## config.mk

```make
export PLATFORM = sky130hd
export DESIGN_NAME = vco_adc_sequencer_flat
export DESIGN_NICKNAME = d
export VERILOG_FILES = /design/src/rtl/vco_adc_pkg.sv /design/src/rtl/vco_adc_sequencer_if.sv /design/src/rtl/vco_adc_rr_pick.sv /design/src/rtl/vco_adc_sequencer.sv /design/src/flat_wrapper.sv
export SDC_FILE = /design/constraint.sdc
export NUM_CORES = 1
export LEC_CHECK = 0
export ABC_AREA = 1
export CORE_MARGIN = 8
export CORE_UTILIZATION = 49
export DETAILED_ROUTE_END_ITERATION = 8
export PLACE_DENSITY = 0.83
export SLEW_MARGIN = 20
export SYNTH_ARGS = -nofsm -noshare
export SYNTH_HDL_FRONTEND = slang
export SYNTH_SLANG_ARGS = --single-unit
export TNS_END_PERCENT = 5
```

## constraint.sdc

```tcl
create_clock -name wb_clk_i -period 2.2 [get_ports wb_clk_i]
set_input_delay 0.33 -clock wb_clk_i [delete_from_list [all_inputs] [get_ports wb_clk_i]]
set_output_delay 0.33 -clock wb_clk_i [all_outputs]
set_load 0.02 [all_outputs]
```

## src/rtl/vco_adc_pkg.sv

```systemverilog
// Shared definitions for the VCO ADC conversion sequencer: FSM state
// encoding and channel-index width helpers.
package vco_adc_pkg;

  localparam logic [2:0] ST_IDLE    = 3'd0;
  localparam logic [2:0] ST_SETTLE  = 3'd1;
  localparam logic [2:0] ST_CONVERT = 3'd2;
  localparam logic [2:0] ST_CAPTURE = 3'd3;
  localparam logic [2:0] ST_OUTPUT  = 3'd4;

  localparam int N_CH_DEF = 3;

  // Keeps a channel index at least one bit wide even for a single channel.
  function automatic int ch_idx_w(input int n);
    return (n > 1) ? $clog2(n) : 1;
  endfunction

  localparam int CH_W = ch_idx_w(N_CH_DEF);

endpackage

```

## src/rtl/vco_adc_sequencer_if.sv

```systemverilog
// Result port of the sequencer: valid/ready handshake carrying a captured
// channel count and the index of the channel it came from.
interface vco_adc_sequencer_if #(
  parameter int DW = 16,
  parameter int CW = 2
);
  logic          res_valid;
  logic          res_ready;
  logic [DW-1:0] res_data;
  logic [CW-1:0] res_ch;

  modport master (output res_valid, output res_data, output res_ch, input res_ready);
  modport slave  (input res_valid, input res_data, input res_ch, output res_ready);
endinterface

```

## src/rtl/vco_adc_rr_pick.sv

```systemverilog
// Round-robin search: next set mask bit strictly above cur, wrapping to the
// lowest set bit; wrapped flags that the search went past the top.
module vco_adc_rr_pick #(
  parameter int N_CH = 3,
  parameter int CW   = 2
) (
  input  logic [N_CH-1:0] mask,
  input  logic [CW-1:0]   cur,
  output logic [CW-1:0]   next,
  output logic            wrapped
);

  // The second loop overrides the first, so a bit above cur always wins.
  always_comb begin
    next    = cur;
    wrapped = 1'b1;
    for (int k = N_CH - 1; k >= 0; k--) begin
      if (mask[k] && (k <= int'(cur))) next = CW'(k);
    end
    for (int k = N_CH - 1; k >= 0; k--) begin
      if (mask[k] && (k > int'(cur))) begin
        next    = CW'(k);
        wrapped = 1'b0;
      end
    end
  end

endmodule

```

## src/rtl/vco_adc_sequencer.sv

```systemverilog
// Time-multiplexed scheduler for the VCO ADC channels: settle, count window,
// capture and hand each enabled channel's count out on the result port.
module vco_adc_sequencer
  import vco_adc_pkg::*;
#(
  parameter int N_CH       = 3,
  parameter int DW         = 16,
  parameter int WW         = 16,
  parameter int SETTLE_CYC = 8
) (
  input  logic                 wb_clk_i,
  input  logic                 wb_rst_i,
  input  logic                 start_i,
  input  logic                 abort_i,
  input  logic                 continuous_i,
  input  logic [N_CH-1:0]      ch_mask_i,
  input  logic [WW-1:0]        window_i,
  output logic [N_CH-1:0]      ch_en_o,
  output logic                 ch_clr_o,
  input  logic [N_CH*DW-1:0]   ch_data_i,
  vco_adc_sequencer_if.master  res,
  output logic                 busy_o,
  output logic                 done_o
);

  localparam int CW = ch_idx_w(N_CH);
  localparam int SW = $clog2(SETTLE_CYC + 1);

  logic [2:0]      state;
  logic [CW-1:0]   cur;
  logic [N_CH-1:0] mask;
  logic [WW-1:0]   win_len;
  logic            cont;
  logic [SW-1:0]   settle_cnt;
  logic [WW-1:0]   win_cnt;
  logic [DW-1:0]   res_data;
  logic [CW-1:0]   res_ch;

  logic [N_CH-1:0] pick_mask;
  logic [CW-1:0]   pick_cur;
  logic [CW-1:0]   pick_next;
  logic            pick_wrapped;
  logic            handshake;

  // In IDLE, searching from the top index wraps to the lowest set start bit.
  assign pick_mask = (state == ST_IDLE) ? ch_mask_i : mask;
  assign pick_cur  = (state == ST_IDLE) ? CW'(N_CH - 1) : cur;

  vco_adc_rr_pick #(.N_CH(N_CH), .CW(CW)) u_pick (
    .mask    (pick_mask),
    .cur     (pick_cur),
    .next    (pick_next),
    .wrapped (pick_wrapped)
  );

  assign handshake = (state == ST_OUTPUT) && res.res_ready;

  always_ff @(posedge wb_clk_i) begin
    if (wb_rst_i) begin
      state      <= ST_IDLE;
      cur        <= '0;
      mask       <= '0;
      win_len    <= '0;
      cont       <= 1'b0;
      settle_cnt <= '0;
      win_cnt    <= '0;
      res_data   <= '0;
      res_ch     <= '0;
    end else if (abort_i) begin
      state <= ST_IDLE;
    end else begin
      case (state)
        ST_IDLE: begin
          if (start_i && (|ch_mask_i)) begin
            mask       <= ch_mask_i;
            win_len    <= (window_i == '0) ? WW'(1) : window_i;
            cont       <= continuous_i;
            cur        <= pick_next;
            settle_cnt <= SW'(SETTLE_CYC - 1);
            state      <= ST_SETTLE;
          end
        end
        ST_SETTLE: begin
          if (settle_cnt == '0) begin
            win_cnt <= win_len - 1'b1;
            state   <= ST_CONVERT;
          end else begin
            settle_cnt <= settle_cnt - 1'b1;
          end
        end
        ST_CONVERT: begin
          if (win_cnt == '0) state <= ST_CAPTURE;
          else win_cnt <= win_cnt - 1'b1;
        end
        ST_CAPTURE: begin
          res_data <= ch_data_i[cur*DW +: DW];
          res_ch   <= cur;
          state    <= ST_OUTPUT;
        end
        ST_OUTPUT: begin
          if (handshake) begin
            if (pick_wrapped && !cont) begin
              state <= ST_IDLE;
            end else begin
              cur        <= pick_next;
              settle_cnt <= SW'(SETTLE_CYC - 1);
              state      <= ST_SETTLE;
            end
          end
        end
        default: state <= ST_IDLE;
      endcase
    end
  end

  assign ch_en_o       = ((state == ST_SETTLE) || (state == ST_CONVERT)) ? (N_CH'(1) << cur) : '0;
  assign ch_clr_o      = (state == ST_SETTLE);
  assign busy_o        = (state != ST_IDLE);
  assign done_o        = handshake && pick_wrapped && !cont && !abort_i && !wb_rst_i;
  assign res.res_valid = (state == ST_OUTPUT);
  assign res.res_data  = res_data;
  assign res.res_ch    = res_ch;

endmodule

```

## src/flat_wrapper.sv

```systemverilog
// flat-port wrapper written by rule: the top's interface ports become plain ports
module vco_adc_sequencer_flat import vco_adc_pkg::*;
#(
  parameter int N_CH       = 3,
  parameter int DW         = 16,
  parameter int WW         = 16,
  parameter int SETTLE_CYC = 8
)
  (wb_clk_i, wb_rst_i, start_i, abort_i, continuous_i, ch_mask_i, window_i, ch_en_o, ch_clr_o, ch_data_i, busy_o, done_o, res_res_valid, res_res_data, res_res_ch, res_res_ready);
  vco_adc_sequencer_if #(.DW(DW), .CW(2)) res_i ();
  input  logic wb_clk_i;
  input  logic wb_rst_i;
  input  logic start_i;
  input  logic abort_i;
  input  logic continuous_i;
  input  logic [N_CH-1:0] ch_mask_i;
  input  logic [WW-1:0] window_i;
  output logic [N_CH-1:0] ch_en_o;
  output logic ch_clr_o;
  input  logic [N_CH*DW-1:0] ch_data_i;
  output logic busy_o;
  output logic done_o;
  output wire logic [$bits(res_i.res_valid)-1:0] res_res_valid;
  output wire logic [$bits(res_i.res_data)-1:0] res_res_data;
  output wire logic [$bits(res_i.res_ch)-1:0] res_res_ch;
  input wire logic [$bits(res_i.res_ready)-1:0] res_res_ready;
  assign res_res_valid = res_i.res_valid;
  assign res_res_data = res_i.res_data;
  assign res_res_ch = res_i.res_ch;
  assign res_i.res_ready = res_res_ready;
  vco_adc_sequencer #(.N_CH(N_CH), .DW(DW), .WW(WW), .SETTLE_CYC(SETTLE_CYC)) u_core (.wb_clk_i(wb_clk_i), .wb_rst_i(wb_rst_i), .start_i(start_i), .abort_i(abort_i), .continuous_i(continuous_i), .ch_mask_i(ch_mask_i), .window_i(window_i), .ch_en_o(ch_en_o), .ch_clr_o(ch_clr_o), .ch_data_i(ch_data_i), .res(res_i), .busy_o(busy_o), .done_o(done_o));
endmodule
```

==> results.json, run 1 <==
{
  "status": "finished, final reports clean",
  "synth.mux.area_fraction_pct": 0,
  "synth_area_leaders": "dfxtp_1, nand2_1, nand3_1, inv_1, nor2_1",
  "start_util_pct": 50.8,
  "grt_util_all_layers_pct": 22.9,
  "max_stage_delay_ns": 0.36,
  "tns_ns": 0,
  "synthCells": 581,
  "cts_setup_buffers": 0,
  "synthFlopType": "dfxtp_1",
  "grt_max_degree": 37,
  "final_max_slew_viol_count": 0,
  "cts_buffers": 9,
  "end_kind": "output pin",
  "crit_type": "reg2out",
  "synth_nets": 656,
  "syn2layout_area_growth_pct": 36.5,
  "cp.arrival_ns": 1.84,
  "seq_area_frac_synth_pct": 34.1,
  "dr.first_iter.drc_count": 336,
  "grt_setup_unrepaired": "true",
  "max_freq_mhz": 461,
  "layout_min_cycle_time_ns": 2.17,
  "path_cells": "inv_1 -> nand2_1 -> nor2_1 -> nor2_1 -> nand2_2 -> nand4_4 -> nor3_2 -> clkdlybuf4s15_2",
  "hold_slack_ns": 0.458,
  "place_area_sq_um": 4790,
  "setup_viol": 0,
  "routed_wl_um": 11900,
  "dp_hpwl_um": 8620,
  "final_area_sq_um": 5050,
  "final_nets": 752,
  "route.detailed.wl_per_inst_um": 15.2,
  "diodes": 0,
  "period_share_pct": 98.6,
  "die_w_um": 103,
  "cap_violations": 0,
  "relSlewSlack_pct": 65.1,
  "ctsHoldBuffers": 0,
  "fin_worst_skew_ns": 0.0103,
  "drive_gt1_share_pct": 8.37,
  "synthArstFlopShare_pct": 0,
  "synth_warnings": 0,
  "synthAdderAreaFrac_pct": 0.676,
  "grt_pass1_wl_um": 19500,
  "antenna_found_initial": 0,
  "syn_avg_cell_area_sq_um": 6.37,
  "holdCritPathClass": "reg2reg",
  "tightest_slew_ns": 0.519,
  "drt_pass1_iterations": 7,
  "syn-cell-area_sq_um": 3700,
  "cp-start-kind": "flop",
  "synth_compound_area_share_pct": 16.3,
  "netlist.area_leader.share_pct": 34.1,
  "cts_htree_levels": 3,
  "clock-sinks": 63,
  "cp_max_fo": 5,
  "yosys.area_share.simple_pct": 37.2,
  "num_rows": 31,
  "worst-endpoint-required_ns": 1.87,
  "synth_top_family_by_area": "simple AND/OR/NAND/NOR gates",
  "finalPower_mw": 3.18,
  "grt_overflow": 0,
  "path_clk_slew_ns": 0.07,
  "place.gp.congestion": 0.898,
  "drtAntennaViolNets": 0,
  "cp_slowest_cell": "dfxtp_1",
  "vias_per_cell": 5.56,
  "synth-xor-area-share_pct": 0.709,
  "io_pins": 98,
  "synth_cell_type_count": 34,
  "synth_top_cell_by_area": "dfxtp_1",
  "die-area_sq_um": 10600,
  "synth_seq_cells": 63,
  "synth_edf_count": 0,
  "vdd_ir_drop_max_uv": 345,
  "grt_pass1_vias": 4308,
  "portBuffers": 97,
  "power_density_nw_per_um2": 630,
  "cts_buffer_depth": 2,
  "root_buffer": "clkbuf_8",
  "path_common_cell": "nor2_1",
  "drc": 0,
  "dieHeight_um": 103,
  "p_leak_nw": 2.25,
  "vias": 4337,
  "cts_tree": "yes",
  "hold_viol_final": 0,
  "core_sq_um": 7290,
  "insertion_delay_ns": 0.35
}
==> final cells by class <==
class | instances | area (sq um)
multi-input cells | 421 | 2060
clock buffers | 11 | 141
flip-flops and latches | 63 | 1260
fillers | 641 | 2240
well taps | 99 | 124
inverters | 65 | 244
repair buffers | 117 | 1150
clock inverters | 4 | 70.1
==> critical path: cells and delay by family (launching register included) <==
| family | cells | cell delay (ns) |
|---|---|---|
| buffers and inverters | 2 | 0.38 |
| flip-flops | 1 | 0.36 |
| AND/OR/NAND/NOR | 6 | 0.75 |
==> metal layers <==
| layer | share of wire (%) | wire length, um | global-route usage (%) | vias to the layer above |
|---|---|---|---|---|
| met3 | 6.8 | 803 | 4.39 | 35 |
| met1 | 42 | 4930 | 27.3 | 1990 |
| li1 | - | - | - | 2113 |
| met5 | 0 | 0 | 0 | - |
| met2 | 48 | 5730 | 38.6 | 199 |
| met4 | 3.3 | 390 | 11.2 | 0 |
==> report_power, final <==
| part | leakage, nW | internal, mW | switching, mW |
|---|---|---|---|
| Clock | 0.109 | 0.660 | 0.460 |
| Combinational | 1.62 | 0.338 | 0.491 |
| Sequential | 0.514 | 1.20 | 0.0341 |
==> metrics by stage <==
step | setup WS [ns] | utilization [%] | std cells
2_1_floorplan | 0.223 | - | 581
3_3_place_gp | 0.00680 | 65.8 | 765
3_5_place_dp | -0.0186 | 65.8 | 765
4_1_cts | 0.00331 | 68.7 | 780
5_1_grt | -0.0482 | 69.3 | 780
6_report | 0.0307 | 69.3 | 780
==> final timing paths <==
| kind | startpoint | cells past startpoint | end | slack, ns |
|---|---|---|---|---|
| worst max register to register | u_core.state[1] | 13 | u_core.win_cnt[15] | 0.17 |
| worst min register to register | u_core.mask[0] | 2 | u_core.mask[0] | 0.46 |
| worst max-delay path | u_core.state[0] | 8 | done_o | 0.03 |
| worst min-delay path | u_core.mask[0] | 2 | u_core.mask[0] | 0.46 |
==> cell usage in the layout, fill, tap and decap left out, types with 4 or more instances in the layout <==
cell type        count
a211oi_1            10
clkdlybuf4s50_1     91
nor2_1              59
clkbuf_8            10
nand4_1              6
inv_1               63
nor4_1               4
nor2_4               4
dfxtp_1             62
o21ai_0             43
a21oi_1             28
buf_4               17
nor3_1               6
nand2_1            146
nand3_1             72
a41oi_1             16
nor2_2               4
==> cells in the mapped netlist, types with 7 or more instances <==
cell / instances
a21oi_1: 28
inv_1: 63
nand3_1: 72
nor2_1: 60
nand2_1: 148
o21ai_0: 43
nor3_1: 7
buf_2: 10
a211oi_1: 10
a41oi_1: 16
clkbuf_1: 15
dfxtp_1: 63
==> state kept, by name, indices dropped and copies added, names as in the netlist <==
name                 cells
u_core.win_cnt          16
u_core.cur               2
u_core.res.res_ch        2
u_core.cont              1
u_core.settle_cnt        4
u_core.win_len          16
u_core.mask              3
u_core.state             3
u_core.res.res_data     16
==> timing repair <==
action,CTS,global route
gates cloned,0,0
endpoints found under the setup margin,4,11
gates resized for setup,8,18
==> logic make-up (layout without fill, tap and decap cells) <==
group | Yosys count | after routing
buffers and inverters | 97 | 197
and+or+nand+nor | 314 | 314
AOI/OAI and AO/OA | 102 | 102
xor gates and xnor gates | 3 | 3
adders and majority gates | 2 | 2
DFF | 63 | 63
Power figures use the tool's default switching activity.
==> run 2, diff against run 1 <==
--- a/config.mk
+++ b/config.mk
@@ -5,7 +5,6 @@
 export SDC_FILE = /design/constraint.sdc
 export NUM_CORES = 1
 export LEC_CHECK = 0
-export ABC_AREA = 1
 export CORE_MARGIN = 8
 export CORE_UTILIZATION = 49
 export DETAILED_ROUTE_END_ITERATION = 8
==> constraint.sdc (replaced) <==
create_clock -name wb_clk_i -period 2 [get_ports wb_clk_i]
set_input_delay 0.3 -clock wb_clk_i [delete_from_list [all_inputs] [get_ports wb_clk_i]]
set_output_delay 0.3 -clock wb_clk_i [all_outputs]
set_load 0.02 [all_outputs]
==> run 2 against run 1 <==
  * Largest cell class unchanged
  * Cell count decreased by 3.7%
  * Worst hold slack got worse by 0.12 ns
  * The run now ends with setup timing left
  * Wire length increased by 17%
  * Setup slack got worse by 0.72 ns
  * Critical endpoint is now u_core.win_cnt[12]
  * Synthesized cell count decreased by 17%
  * Critical path depth increased by 2
  * Global-route usage increased by 2.6 points
  * Die area decreased by 2.5%
  * Via count increased by 3.1%
  * Critical path type is now reg2reg
  * Sequential cell count unchanged
  * Sequential power increased by 9%
==> results.json, run 2 <==
{
  "reg_top3": "u_core.res.res_data: 16 flops, u_core.win_cnt: 16 flops, u_core.win_len: 16 flops",
  "violations": "setup timing",
  "synth_most_common_cell": "a21oi_1",
  "multi_input_area_sq_um": 2360,
  "worst-endpoint-required_ns": 2.29,
  "power_density_nw_per_um2": 656,
  "routed_wl_um": 13800,
  "synthFlopType": "dfxtp_1",
  "max_stage_delay_ns": 0.41,
  "final_nets": 722,
  "cts_buffers": 9,
  "cp_slowest_cell": "or3_4",
  "end_kind": "flop",
  "diodes": 0,
  "antenna_found_initial": 0,
  "synthArstFlopShare_pct": 0,
  "wl_met3_um": 1270,
  "met1_length_um": 5010,
  "num_rows": 31,
  "relSlewSlack_pct": 51.8,
  "crit_start": "u_core.state[1]",
  "worst_slack_ns": -0.692,
  "die_w_um": 102,
  "crit_type": "reg2reg",
  "cp_max_fo": 4,
  "grt_max_degree": 48,
  "fill_cells": 453,
  "synth_nets": 555,
  "final_area_sq_um": 5710,
  "synth_seq_cells": 63,
  "drt_pass1_iterations": 7,
  "final_cell_mix": "buf_4, clkdlybuf4s50_1, nand2_1",
  "cap_violations": 0,
  "drc": 0,
  "cp.arrival_ns": 2.98,
  "period_share_pct": 135,
  "insertion_delay_ns": 0.35,
  "vias": 4473,
  "clock-sinks": 63,
  "path_clk_slew_ns": 0.07,
  "vias_per_cell": 5.96,
  "routed-wl-met2_um": 6990,
  "final_max_slew_viol_count": 0,
  "worstReg2RegStart": "u_core.state[1]",
  "netlist.area_leader.share_pct": 35.1,
  "cts_buffer_depth": 2,
  "drtAntennaViolNets": 0,
  "max_freq_mhz": 372,
  "rr_worst_depth": 10,
  "synth_top_cell_by_area": "dfxtp_1",
  "cts_tree": "yes",
  "grt_pass1_vias": 4488,
  "synth_area_leaders": "dfxtp_1, a21oi_1, nand2_1, nor2_1, mux2i_1",
  "synthCells": 480,
  "vdd_ir_drop_max_uv": 420,
  "syn-cell-area_sq_um": 3600,
  "holdCritPathClass": "in2reg",
  "cts_htree_levels": 3,
  "portBuffers": 97,
  "dieHeight_um": 102,
  "path_cells": "nor3b_4 -> mux2i_1 -> ha_2 -> buf_4 -> nor3b_4 -> nand3_2 -> or3_4 -> o2bb2ai_2 -> mux2_4 -> a21oi_2",
  "status": "complete, but fails checks",
  "p_leak_nw": 2.19,
  "io_pins": 98,
  "grt_util_all_layers_pct": 25.5,
  "synth_warnings": 0,
  "ctsHoldBuffers": 0,
  "setup_viol": 17,
  "tightest_slew_ns": 0.720,
  "hold_depth": 3,
  "synth_common_cells": "a21oi_1, nand2_1, dfxtp_1",
  "grt_setup_unrepaired": "true",
  "hold_start": "wb_rst_i",
  "die-area_sq_um": 10300,
  "dr.first_iter.drc_count": 301,
  "grt_pass1_wl_um": 21000,
  "route.detailed.wl_per_inst_um": 18.4,
  "grt_overflow": 0,
  "syn2layout_area_growth_pct": 58.8,
  "place.gp.congestion": 0.935,
  "synth_edf_count": 0,
  "path_common_cell": "nor3b_4",
  "seq_area_frac_synth_pct": 35.1,
  "top_layer_used": "met4",
  "drive_gt1_share_pct": 24.8,
  "start_util_pct": 50.1,
  "layout_min_cycle_time_ns": 2.69,
  "core_sq_um": 7180,
  "root_buffer": "clkbuf_8",
  "hold_viol_final": 0,
  "place_area_sq_um": 5210,
  "pre_cts_slack_ns": -0.666,
  "final-seq-area_sq_um": 1270,
  "fin_worst_skew_ns": 0.00228,
  "synth_cell_type_count": 57,
  "final_common_cell": "buf_4",
  "dp_hpwl_um": 9330,
  "syn_avg_cell_area_sq_um": 7.49,
  "cp-start-kind": "flop"
}
## run 2: critical path, delay by kind of cell, from the launching register on
kind,cells,cell delay [ns]
DFF,1,0.35
muxes,2,0.62
and+or+nand+nor,4,1.03
buffers and inverters,1,0.12
adders and majority gates,1,0.24
AOI/OAI and AO/OA,2,0.27
## run 2: report_power, final
part,internal [mW],leakage (nW),switching [mW]
Sequential,1.30,0.513,0.0416
Combinational,0.598,1.57,0.541
Clock,0.736,0.110,0.527
## run 2: final timing paths
kind | endpoint | slack (ns)
setup reg to reg | u_core.win_cnt[12] | -0.69
setup / recovery | u_core.win_cnt[12] | -0.69
hold reg to reg | u_core.mask[0] | 0.48
hold / removal | u_core.state[0] | 0.33
## run 2: metrics by stage
step / instances / utilization, % / hold WS, ns / setup TNS [ns] / total power, mW
after CTS: 743 / 77.5 / 0.305 / -7.10 / 3.65
final: 751 / 79.6 / 0.334 / -4.18 / 3.75
after global placement: 719 / 72.6 / 0.463 / -10.63 / 2.30
after detailed placement: 719 / 72.6 / 0.469 / -13.65 / 2.33
after floorplan: 480 / - / 0.436 / -6.06 / 1.85
after global routing: 751 / 79.6 / 0.345 / -6.59 / 3.88
## run 2: per-layer routing
metal  global-route usage, %  vias to the layer above
met3                    8.80                       67
met2                    44.7                      273
met5                       0                        -
li1                        -                     2070
met1                    26.8                     2063
met4                    12.0                        0
## run 2: cell families after synthesis
kind of cell / share of synthesized area [%]
fa+ha+maj: 0.696
buf+inv: 4.73
xor+xnor: 0.974
flops: 35.1
compound gates: 24.6
simple gates: 27.5
mux: 6.47
## run 2: layout make-up
class	count	share of cell area, %
Multi-Input combinational cell	372	41.3
Sequential cell	63	22.2
Tap cell	99	2.17
Clock inverter	5	1.42
Clock buffer	11	2.48
Timing Repair Buffer	194	30.0
Inverter	7	0.460
## run 2: repair_timing
action	CTS	global route
endpoints found under the hold margin	0	0
cloned	0	1
setup buffers	8	8
gates resized for setup	26	37
pin swaps	7	14
setup endpoints to repair	45	44
